## config.mk

```make
export PLATFORM = sky130hd
export DESIGN_NAME = radar_target_emulator
export DESIGN_NICKNAME = d
export VERILOG_FILES = /design/src/rtl/radar_emu_pkg.sv /design/src/rtl/rising_edge_detect.sv /design/src/rtl/radar_target_emulator.sv
export SDC_FILE = /design/constraint.sdc
export NUM_CORES = 1
export LEC_CHECK = 0
export ABC_AREA = 1
export BUFFER_PORTS_ARGS = -buffer_cell sky130_fd_sc_hd__buf_2
export CAP_MARGIN = 20
export CORE_MARGIN = 8
export CORE_UTILIZATION = 51
export CTS_CLUSTER_SIZE = 12
export DETAILED_ROUTE_END_ITERATION = 7
export GPL_TIMING_DRIVEN = 0
export PLACE_DENSITY = 0.76
export SLEW_MARGIN = 10
export SYNTH_ARGS = -nofsm -noshare
export SYNTH_HDL_FRONTEND = slang
export SYNTH_HIERARCHICAL = 1
export SYNTH_SLANG_ARGS = --single-unit
```

## constraint.sdc

```tcl
create_clock -name clk -period 1.7 [get_ports clk]
set_input_delay 0.085 -clock clk [delete_from_list [all_inputs] [get_ports clk]]
set_output_delay 0.085 -clock clk [all_outputs]
set_load 0.02 [all_outputs]
```

## src/rtl/radar_emu_pkg.sv

```systemverilog
// Shared types and defaults for the radar target emulator.
// Feature macro: TARGET_MOTION_EN (target closes on each echo).
package radar_emu_pkg;

  typedef enum logic [1:0] {
    EMU_IDLE = 2'b00,
    EMU_WAIT = 2'b01,
    EMU_ECHO = 2'b10
  } emu_state_t;

  localparam int METERS_PER_TICK_DEF = 150;
  localparam int RANGE_W = 14;
  localparam int ACC_W   = 15;

endpackage

```

## src/rtl/rising_edge_detect.sv

```systemverilog
// One-register rising edge detector; pulse is combinational
// from the live input and the previous sample.
module rising_edge_detect (
  input  logic clk,
  input  logic rst,
  input  logic in,
  output logic pulse
);

  logic prev;

  always_ff @(posedge clk or negedge rst) begin
    if (!rst) prev <= 1'b0;
    else      prev <= in;
  end

  assign pulse = in & ~prev;

endmodule

```

## src/rtl/radar_target_emulator.sv

```systemverilog
// Single radar target: answers trigger pings with a delayed echo.
// Feature macro: TARGET_MOTION_EN (range closes per echo).
module radar_target_emulator
  import radar_emu_pkg::*;
#(
  parameter int METERS_PER_TICK = METERS_PER_TICK_DEF,
  parameter int ECHO_WIDTH      = 3,
  parameter int MAX_RANGE       = 15000,
  parameter int CLOSING_STEP    = 300
) (
  input  logic        clk,
  input  logic        rst,
  input  logic        load_target,
  input  logic [13:0] target_distance,
  input  logic        target_present,
  input  logic        trigger_radar_transmitter,
  output logic        radar_echo,
  output logic        busy,
  output logic        missed_trigger,
  output logic [7:0]  echo_count,
  output logic [13:0] current_range
);

  localparam logic [ACC_W-1:0] STEP  = ACC_W'(METERS_PER_TICK);
  localparam logic [ACC_W-1:0] MAX_R = ACC_W'(MAX_RANGE);
  localparam logic [3:0]       WLAST = 4'(ECHO_WIDTH - 1);

  emu_state_t         state, state_nxt;
  logic [ACC_W-1:0]   acc, acc_nxt;
  logic [3:0]         wcnt, wcnt_nxt;
  logic [RANGE_W-1:0] range_nxt;
  logic [ACC_W-1:0]   range_ext;
  logic               ping, echo_done;

  rising_edge_detect u_ping (
    .clk   (clk),
    .rst   (rst),
    .in    (trigger_radar_transmitter),
    .pulse (ping)
  );

  assign range_ext = {1'b0, current_range};

  always_comb begin
    state_nxt = state;
    acc_nxt   = acc;
    wcnt_nxt  = wcnt;
    echo_done = 1'b0;
    case (state)
      EMU_IDLE:
        if (ping && target_present && range_ext <= MAX_R) begin
          state_nxt = EMU_WAIT;
          acc_nxt   = '0;
        end
      EMU_WAIT:
        if (acc >= range_ext) begin
          state_nxt = EMU_ECHO;
          wcnt_nxt  = '0;
        end else begin
          acc_nxt = acc + STEP;
        end
      EMU_ECHO:
        if (wcnt == WLAST) begin
          state_nxt = EMU_IDLE;
          echo_done = 1'b1;
        end else begin
          wcnt_nxt = wcnt + 4'd1;
        end
      default: state_nxt = EMU_IDLE;
    endcase
  end

`ifdef TARGET_MOTION_EN
  localparam logic [RANGE_W-1:0] CLOSE = RANGE_W'(CLOSING_STEP);

  // A load on the same edge as a motion step takes priority.
  always_comb begin
    range_nxt = current_range;
    if (load_target)
      range_nxt = target_distance;
    else if (echo_done)
      range_nxt = (current_range >= CLOSE) ? current_range - CLOSE : '0;
  end
`else
  always_comb begin
    range_nxt = current_range;
    if (load_target) range_nxt = target_distance;
  end
`endif

  always_ff @(posedge clk or negedge rst) begin
    if (!rst) begin
      state          <= EMU_IDLE;
      acc            <= '0;
      wcnt           <= '0;
      radar_echo     <= 1'b0;
      busy           <= 1'b0;
      missed_trigger <= 1'b0;
      echo_count     <= '0;
      current_range  <= '0;
    end else begin
      state          <= state_nxt;
      acc            <= acc_nxt;
      wcnt           <= wcnt_nxt;
      radar_echo     <= (state_nxt == EMU_ECHO);
      busy           <= (state_nxt != EMU_IDLE);
      missed_trigger <= ping && (state != EMU_IDLE);
      echo_count     <= echo_count + {7'd0, echo_done};
      current_range  <= range_nxt;
    end
  end

endmodule

```

==> results <==
- The flow ran to the end, but the final reports show violations.
- The checks that failed: setup timing.
- The maximum number of pins on one net before global-route repair is 47.
- Compared with the post-synthesis result, the final layout area differs by 48.0%.
- Power spread over the standard cell area amounts to 1060 nW/µm².
- The height of the die is 89.0 µm.
- Detailed routing inserted a total of 2680 vias.
- In the layout the commonest cells are 80 x nand2_1, 43 x buf_2, 41 x buf_4, 35 x inv_1, 33 x dfrtp_1.
- Counting both buffers and inverters, the worst setup path holds a total of 2.
- The worst max-slew margin expressed relative to the limit is 0.692.
- Excluding fillers, the count of instances in the completed layout stands at 523.
- The count of nets left with antenna violations once routing finished came out at 0.
- The final setup skew is 12.7 ps.
- Clock-pin slew was measured on the worst setup and hold paths at 90 ps.
- The number of placed instances with taps included is 455.
- The leading cell type in the layout, fill and taps excluded is nand2_1.
- The final layout contains 493 nets.
- At the end of routability-driven placement, the weighted congestion stood at 0.843.
- In the routed design, unresolved DRC markers number 0.
- The highest clock rate is 0.540 GHz.
- In the finished design, the share of the clock period the worst path needs comes to 1.09.
- The total power of the final layout is 0.00425 W.
- The initial standard-cell utilization of the core is 0.529.
- Averaged over all synthesized cells, the footprint is 7.93 µm².
- Of the total power, the share spent switching nets is 0.388.
- The count of boundary I/O pins is 44.
- The worst vdd rail ir drop is 0.736 mV.
- The number of instances on the worst hold path is 3.
- The share of the Yosys chip area taken by registers is 0.423.
- STA puts the critical path data required time at 1930 ps.
- The cell-internal power is 0.00260 W.
- In this run the worst path has a maximum fanout of 6.
- The area of the die is 7930 µm².
- At the placement stage, the worst setup path has a slack of -225 ps.
- The via count normalized by instance count is 5.12.
- For the worst flop-to-flop path, the logic depth is 12.
- The standard cell core area is 5140 µm².
- The post-DP HPWL is 4410 µm.
- The final count of hold timing violations is 0.
- Data on the critical path arrives at its endpoint at 2080 ps.
- The cell count after synthesis came out at 343.
- The yosys synthesis warning count is 6.
- The type of element launching the critical path is a flip-flop.
- STA classifies the critical path endpoint as a flip-flop.
- The analysis attributes to cell leakage a power of 2.04 nW.
- The tree built by TritonCTS fans out to 46 sinks.
- The first-pass detailed-route iteration total is 4.
- The number of antenna violations at the first check in global routing is 0.
- The per-cell routed wire length is 14.3 µm.
- Walking the worst path, the cells encountered are inv_4 -> ha_4 -> nand2_2 -> nand2_1 -> a21oi_2 -> nand2_2 -> nand2_4 -> nand3_4 -> buf_6 -> nand3b_1 -> nand2_1 -> o21ai_1.
- The switching power is 0.00165 W.
- The kind of cell adding the most delay to the critical path is simple AND/OR/NAND/NOR gates.
- The worst-case hold slack is 10.9 ps.
- The critical-path cell with the highest stage delay is dfrtp_2.
- The maximum number of buffers from clock root to sink is 2.
- The number of buffers inserted during clock tree synthesis is 5.
- Of the total power, registers draw 0.318.
- Setup repair after global routing could not meet its margin everywhere.
- The first global-routing pass estimated 11600 µm of wire.
- The initialized floorplan defines 26 standard-cell rows.
- Counting distinct cell types in the post-synthesis netlist gives 29.
- The total overflow left after global routing is 0.
- The transition time of the tightest slew-check pin is 462 ps.
- The via count of the first global-routing pass is 2616.
- The placement-stage cell area is 3090 µm².
- For this run, the slowest stage of the critical path takes 440 ps.
- The later pin in the worst-skew pair is clocked with a latency of 300 ps.
- Counting every net in the synthesized netlist gives 384.
- The deepest level of the CTS H-tree is 2.
- After routing the design area is 4030 µm².
- The overall routed net length is 7470 µm.
- The instance count on the critical path is 12.
- The mapped netlist covers 2720 µm².
- The first routing iteration left 98 violations.
- The total global routing track utilization is 0.184.
- In this run the tool buffered the top-level ports with 42 buffer cells.
- The worst setup path is of the flip-flop to flip-flop kind.
- The minimum clock period is 1850 ps.
- The number of flip-flops and latches in the synthesized netlist is 46.
- From left edge to right edge, the die measures 89.0 µm.
- The number of antenna diodes is 0.
- CTS placed an instance of clkbuf_8 at the clock tree root.
- The number of pins with negative max-slew slack in the final report is 0.
- TritonCTS built the clock tree.
- The ratio of cells with drive above 1 in the final layout is 0.428.
- The share of total power dissipated in the clock network is 0.193.
- The combinational power share is 0.488.
- The max-cap violation count is 0.
- The number of failing setup endpoints in the final timing report is 21.
- The min-delay analysis places its worst path in the category primary input to flip-flop.
- Across all setup checks in the final design, the least slack found is -151 ps.
-- worst register-to-register path: cells and delay by family, from the launching register on --
kind,cells,cell delay [ps]
AND/OR/NAND/NOR,7,700
flip-flops,1,440
AO/OA/AOI/OAI,2,210
adder cells (fa/ha/maj),1,210
buffers and inverters,2,220
-- layout make-up --
cell class / instances / area [µm²]
tap: 70 / 87.6
sequential: 46 / 1170
clock inverter: 2 / 37.5
multi-input combinational: 244 / 1700
timing repair buffer: 102 / 746
buffer: 5 / 31.3
inverter: 48 / 188
fill: 339 / 1110
clock buffer: 6 / 72.6
-- kinds of logic (layout without fill, tap and decap cells) --
kind of cell / after synthesis / in the layout / share of synthesized area
AOI/OAI and AO/OA: 40 / 40 / 0.0846
xor gates and xnor gates: 10 / 10 / 0.0322
adders and majority gates: 22 / 22 / 0.101
buffers and inverters: 53 / 163 / 0.0777
DFF: 46 / 46 / 0.423
and+or+nand+nor: 172 / 172 / 0.281
-- state kept, by name, summed over array words and instances, names as in the netlist --
register        cells
acc                14
busy                1
current_range      14
echo_count          8
missed_trigger      1
radar_echo          1
state               2
u_ping/prev         1
wcnt                4
-- power groups by stage --
stage	combinational, W	sequential, W	clock [W]
floorplan	0.000912	0.00141	0
global placement	0.00122	0.00137	0
detailed placement	0.00127	0.00138	0
CTS	0.00172	0.00135	0.000842
global route	0.00227	0.00137	0.000887
finish	0.00208	0.00135	0.000821
-- per-layer routing --
| layer | up-vias | routed length, µm | track usage |
|---|---|---|---|
| met4 | 0 | 112 | 0.0529 |
| met2 | 81 | 3820 | 0.347 |
| met3 | 12 | 375 | 0.0368 |
| met5 | - | 0 | 0 |
| li1 | 1311 | - | - |
| met1 | 1276 | 3160 | 0.201 |
-- Yosys cell counts (all sizes together) --
master / count / area share
nand2: 109 / 0.16
inv: 48 / 0.066
dfrtp: 46 / 0.42
o21ai: 30 / 0.061
nand3: 29 / 0.058
nor2: 26 / 0.040
ha: 22 / 0.10
a21oi: 8 / 0.019
xor2: 8 / 0.026
clkbuf: 3 / 0.0041
nand3b: 3 / 0.0083
buf: 2 / 0.0074
nand4: 2 / 0.0046
nor3: 2 / 0.0037
xnor2: 2 / 0.0064
a31oi: 1 / 0.0023
nor2b: 1 / 0.0051
o31ai: 1 / 0.0028
-- final timing paths --
| path | slack, ps | from | to |
|---|---|---|---|
| min in group asynchronous | 280 | rst | current_range[0] |
| worst max-delay path | -150 | current_range[6] | wcnt[2] |
| max in group asynchronous | 880 | rst | acc[9] |
| worst max register to register | -150 | current_range[6] | wcnt[2] |
| worst min register to register | 490 | echo_count[7] | echo_count[7] |
| worst min-delay path | 10 | target_distance[5] | current_range[5] |
-- per-stage QoR --
step / utilization / TNS, ps
floorplan: - / -351
global placement: 0.602 / -2590
detailed placement: 0.602 / -3070
CTS: 0.708 / -1700
global route: 0.783 / -4520
finish: 0.783 / -2340
-- repair_timing --
item                                   4_1_cts  5_1_grt
gates resized for setup                     36       48
cloned                                       1        0
endpoints found under the hold margin       18        0
hold buffers                                12        0
setup endpoints to repair                   23       26
setup buffers                               25       21
pin swaps                                   16       21
No activity file was read; power rests on OpenSTA's default activity.
